$ cat src/rtl/multicycle_controller.sv
// multicycle_controller: multicycle MIPS-style control FSM with memory wait timeout.
// Defining MULTICYCLE_BNE_EN adds the bne opcode, the BNEEX state and the branch_ne port.
module multicycle_controller #(
   parameter int WAIT_LIMIT = 15
) (
   input  logic        clk,
   input  logic        rst_n,
   input  logic [31:0] instr,
   input  logic        mem_ready,
   output logic        mem_req,
   output logic        iord,
   output logic        mem_write,
   output logic        ir_write,
   output logic        pc_write,
   output logic        branch,
   output logic        reg_write,
   output logic        reg_dst,
   output logic        mem_to_reg,
   output logic        alu_src_a,
   output logic [1:0]  alu_src_b,
   output logic [1:0]  pc_src,
   output logic [2:0]  alucontrol,
`ifdef MULTICYCLE_BNE_EN
   output logic        branch_ne,
`endif
   output logic        err
);
   localparam logic [3:0] FETCH   = 4'd0;
   localparam logic [3:0] DECODE  = 4'd1;
   localparam logic [3:0] MEMADR  = 4'd2;
   localparam logic [3:0] MEMRD   = 4'd3;
   localparam logic [3:0] MEMWB   = 4'd4;
   localparam logic [3:0] MEMWR   = 4'd5;
   localparam logic [3:0] RTYPEEX = 4'd6;
   localparam logic [3:0] RTYPEWB = 4'd7;
   localparam logic [3:0] BEQEX   = 4'd8;
   localparam logic [3:0] ADDIEX  = 4'd9;
   localparam logic [3:0] ADDIWB  = 4'd10;
   localparam logic [3:0] JEX     = 4'd11;
   localparam logic [3:0] HALT    = 4'd12;
`ifdef MULTICYCLE_BNE_EN
   localparam logic [3:0] BNEEX   = 4'd13;
   localparam logic [5:0] OP_BNE  = 6'b000101;
`endif
   localparam logic [5:0] OP_LW    = 6'b100011;
   localparam logic [5:0] OP_SW    = 6'b101011;
   localparam logic [5:0] OP_RTYPE = 6'b000000;
   localparam logic [5:0] OP_BEQ   = 6'b000100;
   localparam logic [5:0] OP_ADDI  = 6'b001000;
   localparam logic [5:0] OP_J     = 6'b000010;
   localparam logic [2:0] ALU_ADD  = 3'b010;
   localparam logic [2:0] ALU_SUB  = 3'b110;

   logic [3:0] state_q, state_d, dec_state;
   logic [7:0] wait_q, wait_d;
   logic       err_q, err_d;
   logic [5:0] op;
   logic [2:0] rtype_alu;
   logic       wait_cyc, timeout;
   logic       unused_instr;

   assign op           = instr[31:26];
   assign unused_instr = ^instr[25:6];
   assign wait_cyc     = mem_req && !mem_ready;
   // The counter must already hold WAIT_LIMIT, so a late ready on that cycle still wins.
   assign timeout      = wait_cyc && (wait_q == 8'(WAIT_LIMIT));

   always_comb begin
      case (op)
         OP_LW, OP_SW: dec_state = MEMADR;
         OP_RTYPE:     dec_state = RTYPEEX;
         OP_BEQ:       dec_state = BEQEX;
         OP_ADDI:      dec_state = ADDIEX;
         OP_J:         dec_state = JEX;
`ifdef MULTICYCLE_BNE_EN
         OP_BNE:       dec_state = BNEEX;
`endif
         default:      dec_state = HALT;
      endcase
   end

   always_comb begin
      case (instr[5:0])
         6'b100010: rtype_alu = 3'b110;
         6'b100100: rtype_alu = 3'b000;
         6'b100101: rtype_alu = 3'b001;
         6'b101010: rtype_alu = 3'b111;
         default:   rtype_alu = 3'b010;
      endcase
   end

   always_comb begin
      case (state_q)
         FETCH:   state_d = mem_ready ? DECODE : FETCH;
         DECODE:  state_d = dec_state;
         MEMADR:  state_d = op == OP_LW ? MEMRD : op == OP_SW ? MEMWR : HALT;
         MEMRD:   state_d = mem_ready ? MEMWB : MEMRD;
         MEMWR:   state_d = mem_ready ? FETCH : MEMWR;
         RTYPEEX: state_d = RTYPEWB;
         ADDIEX:  state_d = ADDIWB;
         MEMWB, RTYPEWB, ADDIWB, BEQEX, JEX: state_d = FETCH;
`ifdef MULTICYCLE_BNE_EN
         BNEEX:   state_d = FETCH;
`endif
         default: state_d = HALT;
      endcase
      if (timeout) state_d = HALT;
   end

   assign wait_d = (state_d != state_q || !wait_cyc) ? 8'd0 : wait_q + 8'd1;
   assign err_d  = err_q || state_d == HALT;

   always_ff @(posedge clk or negedge rst_n) begin
      if (!rst_n) begin
         state_q <= FETCH;
         wait_q  <= 8'd0;
         err_q   <= 1'b0;
      end else begin
         state_q <= state_d;
         wait_q  <= wait_d;
         err_q   <= err_d;
      end
   end

   always_comb begin
      mem_req    = 1'b0;
      iord       = 1'b0;
      mem_write  = 1'b0;
      ir_write   = 1'b0;
      pc_write   = 1'b0;
      branch     = 1'b0;
      reg_write  = 1'b0;
      reg_dst    = 1'b0;
      mem_to_reg = 1'b0;
      alu_src_a  = 1'b0;
      alu_src_b  = 2'b00;
      pc_src     = 2'b00;
      alucontrol = 3'b000;
`ifdef MULTICYCLE_BNE_EN
      branch_ne  = 1'b0;
`endif
      case (state_q)
         FETCH: begin
            mem_req    = 1'b1;
            ir_write   = mem_ready;
            pc_write   = mem_ready;
            alu_src_b  = 2'b01;
            alucontrol = ALU_ADD;
         end
         DECODE: begin
            alu_src_b  = 2'b11;
            alucontrol = ALU_ADD;
         end
         MEMADR, ADDIEX: begin
            alu_src_a  = 1'b1;
            alu_src_b  = 2'b10;
            alucontrol = ALU_ADD;
         end
         MEMRD: begin
            mem_req = 1'b1;
            iord    = 1'b1;
         end
         MEMWB: begin
            reg_write  = 1'b1;
            mem_to_reg = 1'b1;
         end
         MEMWR: begin
            mem_req   = 1'b1;
            iord      = 1'b1;
            mem_write = 1'b1;
         end
         RTYPEEX: begin
            alu_src_a  = 1'b1;
            alucontrol = rtype_alu;
         end
         RTYPEWB: begin
            reg_write = 1'b1;
            reg_dst   = 1'b1;
         end
         BEQEX: begin
            alu_src_a  = 1'b1;
            alucontrol = ALU_SUB;
            pc_src     = 2'b01;
            branch     = 1'b1;
         end
`ifdef MULTICYCLE_BNE_EN
         BNEEX: begin
            alu_src_a  = 1'b1;
            alucontrol = ALU_SUB;
            pc_src     = 2'b01;
            branch_ne  = 1'b1;
         end
`endif
         ADDIWB: reg_write = 1'b1;
         JEX: begin
            pc_src   = 2'b10;
            pc_write = 1'b1;
         end
         default: ;
      endcase
   end

   assign err = err_q;
endmodule

$ cat config.mk
export PLATFORM = sky130hd
export DESIGN_NAME = multicycle_controller
export DESIGN_NICKNAME = d
export VERILOG_FILES = /design/src/rtl/multicycle_controller.sv
export SDC_FILE = /design/constraint.sdc
export NUM_CORES = 1
export LEC_CHECK = 0
export CAP_MARGIN = 30
export CORE_ASPECT_RATIO = 0.8
export CORE_UTILIZATION = 37
export CTS_BUF_LIST = sky130_fd_sc_hd__clkbuf_4
export CTS_CLUSTER_DIAMETER = 200
export DETAILED_ROUTE_END_ITERATION = 7
export HOLD_SLACK_MARGIN = 0.02
export PLACE_DENSITY = 0.78
export SETUP_SLACK_MARGIN = 0.05
export SYNTH_ARGS = -nofsm -noshare
export SYNTH_HDL_FRONTEND = slang
export SYNTH_SLANG_ARGS = --single-unit
$ cat constraint.sdc
create_clock -name clk -period 1.6 [get_ports clk]
set_input_delay 0.4 -clock clk [delete_from_list [all_inputs] [get_ports clk]]
set_output_delay 0.4 -clock clk [all_outputs]
set_load 0.05 [all_outputs]
==> run_results.csv, run 1 <==
group,metric,value,unit
clock_network,cts_root_buf,"clkbuf_4",
worst_setup_path,path_max_fanout,2,
die,pin_count,53,
worst_setup_path,critPathArrivalTime,1.60,ns
timing,hold_viol,0,
global_route,grt_usage,34.1,%
status,status,"finished, violations left",
timing,relSlewSlack,59.4,%
clock_network,cts_tree,"done",
worst_setup_path,crit_buf_inv,1,
worst_setup_path,slowest_stage,"dfrtp_1",
clock_network,htree_levels,1,
worst_setup_path,crit_family,"simple AND/OR/NAND/NOR gates",
clock_network,insertion_delay,0.29,ns
yosys,syn_avg_cell_area,7.93,µm²
timing,tightest_slew,0.608,ns
yosys,synth.most_common_cell,"nor2_1",
placement,io_buffers,32,
global_route,grt_overflow_total,0,
route,wl_per_cell,21.5,µm
status,violations,"negative setup slack",
global_route,grt_pass1_vias,1544,
power_and_ir_drop,irDropWorstVdd,540,µV
die,fp.dieW,61.9,µm
route,drt.antenna.violating_nets,0,
worst_setup_path,crit_type,"reg2out",
clock_network,clockBufferDepth,2,
yosys,synth_top_area_cell,"dfrtp_1",
timing,fin_crit,2.00,ns
timing,fin_skew,0.00777,ns
die,core,0.00258,mm²
yosys,syn_area,0.00106,mm²
yosys,synthFlopType,"dfrtp_1",
timing,setup_viol,30,
yosys,synth_edf_count,0,
worst_setup_path,slowest_delay,0.43,ns
placement,hpwlAfterDp,2790,µm
global_route,antenna_found_initial,0,
worst_setup_path,cp-end-kind,"primary output",
worst_setup_path,timing.rr.start,"state_q[0]",
worst_setup_path,cpMostUsedCell,"nand2b_4",
worst_setup_path,crit_start,"state_q[3]",
route,avgViaCountPerCell,6.13,
yosys,ys_seq_elements,13,
final_layout,finalCoreUtilization,89.8,%
timing,slew_viol_final,0,
final_layout,layout.nets,240,
global_route,grt_pass1_wl,7530,µm
clock_network,cts_buffers,3,
final_layout,antenna_cells,0,
yosys,synthTopCellsByArea,"dfrtp_1, nor2_1, nand2_1",
timing,period_share,125,%
yosys,synth_cells,134,
die,die_y,49.9,µm
timing,fmax,500,MHz
yosys,syn-num-nets,170,
worst_setup_path,critPathLaunchType,"flip-flop",
final_layout,drive_above_1_share,62.1,%
die,start_util,41.1,%
route,vias,1466,
worst_hold_path,hold_class,"in2async",
clock_network,cts.sinks,13,
yosys,synth_top_area_share,30.6,%
die,die_area,0.00309,mm²
clock_network,clk_pin_slew,0.09,ns
worst_setup_path,rrSetupSlack,-0.28,ns
timing,setup_slack,-0.402,ns
power_and_ir_drop,p_leak,0.000922,µW
final_layout,n_fill_cell,97,
worst_setup_path,required,1.20,ns
placement,dp_slack,-0.695,ns
route,wl,5130,µm
placement,place.gp.congestion,0.854,
yosys,synth-seq-area-share,30.6,%
route,drt-initial-drc-count,138,
yosys,async_reset_ff_share,100,%
final_layout,area_growth_syn_to_layout,118,%
timing,rsz0062_at_grt,"true",
die,rows,16,
route,detail_route.first_pass.iterations,5,
route,drt_drc_violations_left,0,
power_and_ir_drop,power.density,284,mW/mm²
yosys,synth_cell_type_count,43,
global_route,grt_max_degree,14,
run,drv_cap,0,
worst_setup_path,path_cells,"nand2b_4 > nor3b_4 > nand4_1 > nand2b_4 > buf_12",
yosys,ys_warn_count,0,
yosys,synth_common_cells,"nor2_1, dfrtp_1, nand2_1, a21oi_1, nor3_1",
[metal layers]
metal	GRT usage, %	part of all wire (%)	up-vias
li1	-	-	616
met1	42.4	38	708
met2	56.8	49	115
met3	6.56	8.8	27
met4	13.0	4.7	0
met5	0	0	-
[placed cells by master, fill, tap and decap left out, types with 5 or more instances in the layout]
master and count:
buf_6 10, nand2_1 8, buf_12 19, xor2_1 5
buf_4 32, nand3_1 5, nor2_4 7, dfrtp_1 10
dlygate4sd2_1 6, nor2_2 8
[state kept, by name, summed over array words and instances (netlist names)]
signal	cells
wait_q	8
state_q	4
err	1
[cells by family (layout without fill, tap and decap cells)]
| logic type | count (synthesis) | count (layout) | share of synthesized area, % |
|---|---|---|---|
| buf+inv | 12 | 81 | 5.54 |
| flops | 13 | 13 | 30.6 |
| xor+xnor | 10 | 10 | 8.24 |
| compound gates | 28 | 28 | 19.1 |
| mux | 1 | 1 | 0.942 |
| simple gates | 69 | 69 | 34.4 |
| fa+ha+maj | 1 | 1 | 1.18 |
[worst paths after layout]
kind | end | cells after the start
max in group asynchronous | state_q[1] | 1
setup / recovery | alucontrol[2] | 5
hold / removal | wait_q[7] | 1
setup reg to reg | wait_q[0] | 7
min in group clk | wait_q[0] | 1
hold reg to reg | wait_q[0] | 1
[metrics by stage]
stage / instance area (µm²) / hold slack [ns] / power [µW] / setup TNS, ns / std cells
final: 2320 / 0.482 / 658 / -7.04 / 239
after global routing: 2320 / 0.513 / 675 / -8.23 / 239
after CTS: 2240 / 0.486 / 636 / -5.24 / 239
after detailed placement: 2000 / 0.463 / 421 / -7.70 / 228
after global placement: 2000 / 0.445 / 416 / -6.97 / 228
after floorplan: 1290 / 0.104 / 357 / -2.97 / 134
[power breakdown]
part	switching [µW]	total, µW	internal [µW]
combinational	49.6	92.6	43.0
clock	123	237	114
sequential	0	328	328
total	173	658	485
[layout make-up]
class	instances	area (µm²)	area share [%]
Multi-Input combinational cell	109	1040	44.8
Inverter	2	7.51	0.324
Clock buffer	4	30.0	1.30
Sequential cell	13	329	14.2
Timing Repair Buffer	75	868	37.5
Tap cell	36	45.0	1.94
[what timing repair did]
item	4_1_cts	5_1_grt
cloned	0	0
buffers inserted	7	0
hold buffers	0	0
hold endpoints to repair	0	0
resized for setup	57	25
pin swaps	24	11
setup endpoints to repair	30	30
(Power assumes the default switching activity.)
==> run 2: changes to the inputs <==
Settings changed: MAX_ROUTING_LAYER from default to met4.
==> run_results.csv, run 2 (synthesized netlist as in run 1, its figures left out) <==
group,metric,value,unit
worst_setup_path,rrSetupSlack,-0.26,ns
die,core,0.00258,mm²
worst_hold_path,hold_class,"in2async",
worst_setup_path,endpoint,"alucontrol[2]",
timing,slew_viol_final,0,
timing,tightest_slew,0.600,ns
clock_network,holdBufCountCts,0,
worst_setup_path,path_max_fanout,5,
timing,period_share,125,%
power_and_ir_drop,p_leak,0.000931,µW
die,start_util,41.1,%
placement,dp_slack,-0.695,ns
power_and_ir_drop,p_sw_share,26.1,%
power_and_ir_drop,clockPowerShare,35.4,%
global_route,grt_usage,35.0,%
die,pin_count,53,
global_route,antenna_found_initial,0,
worst_setup_path,cp-end-kind,"primary output",
route,avgViaCountPerCell,6.20,
final_layout,mostFrequentLayoutCell,"buf_4",
global_route,grt_pass1_vias,1539,
global_route,grt_max_degree,14,
power_and_ir_drop,power_switching,172,µW
route,drt.antenna.violating_nets,0,
worst_setup_path,timing.rr.start,"state_q[0]",
final_layout,n_fill_cell,89,
worst_setup_path,crit_start,"state_q[0]",
placement,io_buffers,32,
clock_network,insertion_delay,0.29,ns
status,status,"finished, violations left",
worst_setup_path,worst_r2r_path_depth,7,
final_layout,top_register,"wait_q",
timing,relSlewSlack,59.9,%
timing,setup_slack,-0.393,ns
route,wl,5260,µm
route,vias,1481,
die,die_area,0.00309,mm²
final_layout,register_area,329,µm²
timing,fmax,502,MHz
power_and_ir_drop,seqPwrFrac,49.9,%
clock_network,cts_tree,"done",
route,detail_route.first_pass.iterations,4,
status,violations,"negative setup slack",
route,drt_drc_violations_left,0,
clock_network,clockBufferDepth,2,
final_layout,area_growth_syn_to_layout,121,%
timing,rsz0062_at_grt,"true",
power_and_ir_drop,irDropWorstVdd,555,µV
clock_network,cts_buffers,3,
power_and_ir_drop,power,657,µW
placement,hpwlAfterDp,2790,µm
timing,timing.hold.ws,0.477,ns
timing,fin_crit,1.99,ns
clock_network,cts_root_buf,"clkbuf_4",
clock_network,clk_pin_slew,0.09,ns
power_and_ir_drop,combPwrFrac,14.6,%
final_layout,multiInputGateArea,0.00106,mm²
final_layout,largest_reg_flops,8,
clock_network,htree_levels,1,
route,drt-initial-drc-count,61,
final_layout,final_cell_mix,"buf_4, buf_12, dfrtp_1, buf_6",
timing,setup_viol,30,
final_layout,drive_above_1_share,62.6,%
worst_setup_path,rr_endpoint,"wait_q[0]",
timing,hold_viol,0,
global_route,grt_overflow_total,0,
final_layout,antenna_cells,0,
power_and_ir_drop,p_int,486,µW
worst_setup_path,critPathArrivalTime,1.59,ns
worst_setup_path,crit_type,"reg2out",
power_and_ir_drop,power.density,280,mW/mm²
final_layout,layout.nets,240,
die,die_y,49.9,µm
route,wl_per_cell,22.0,µm
die,fp.dieW,61.9,µm
placement,place.gp.congestion,0.867,
worst_setup_path,critPathLaunchType,"flip-flop",
worst_setup_path,required,1.20,ns
clock_network,cts.sinks,13,
global_route,grt_pass1_wl,7530,µm
final_layout,finalCoreUtilization,90.7,%
run,drv_cap,0,
timing,fin_skew,0.00904,ns
die,rows,16,
==> run 2: layout make-up <==
cell class / instances / area share (%)
clock buffer: 4 / 1.28
inverter: 2 / 0.320
multi-input combinational: 109 / 45.1
sequential: 13 / 14.0
tap: 36 / 1.92
timing repair buffer: 75 / 37.4
==> run 2: layer usage <==
metal  global-route usage [%]  share of wire [%]
met1                     42.4                 38
met2                     56.8                 50
met3                     6.56                8.0
met4                     13.0                3.6
met5                        -                  0
==> run 2: how the worst min path moves through the flow <==
| stage | from | to | slack [ns] |
|---|---|---|---|
| floorplan | rst_n | err | 0.10 |
| global placement | wait_q[0] | wait_q[0] | 0.45 |
| detailed placement | wait_q[0] | wait_q[0] | 0.46 |
| CTS | wait_q[0] | wait_q[0] | 0.49 |
| global route | rst_n | wait_q[5] | 0.53 |
| finish | rst_n | wait_q[2] | 0.48 |
==> run 2: power groups by stage <==
stage	Clock (µW)	Sequential [µW]	Combinational, µW
final	233	328	96.2
after floorplan	0	335	22.2
after detailed placement	0	335	86.2
after CTS	222	328	85.0
after global routing	246	328	101
after global placement	0	335	81.6
==> run 2: critical path, stage by stage, from the launching register on <==
cell	delay (ns)
dfrtp_2	0.45
buf_6	0.15
nor3b_4	0.21
nand4_1	0.21
nand2b_4	0.13
buf_12	0.14
==> run 2: repair_timing <==
action | CTS | global route
resized for setup | 57 | 30
endpoints found under the setup margin | 30 | 30
buffers inserted | 7 | 0
pin swaps | 24 | 17
==> run 2: metrics by stage <==
| stage | instances | setup TNS [ns] | cell area, µm² |
|---|---|---|---|
| CTS | 239 | -5.24 | 2240 |
| global placement | 228 | -6.97 | 2000 |
| detailed placement | 228 | -7.70 | 2000 |
| floorplan | 134 | -2.97 | 1290 |
| finish | 239 | -6.65 | 2340 |
| global route | 239 | -7.72 | 2340 |
==> run 3: changes to the inputs <==
Settings changed: ABC_CLOCK_PERIOD_IN_PS from default to 1600.
==> results of run 3 <==
Final layout, timing and power as in run 2 (identical DEF).
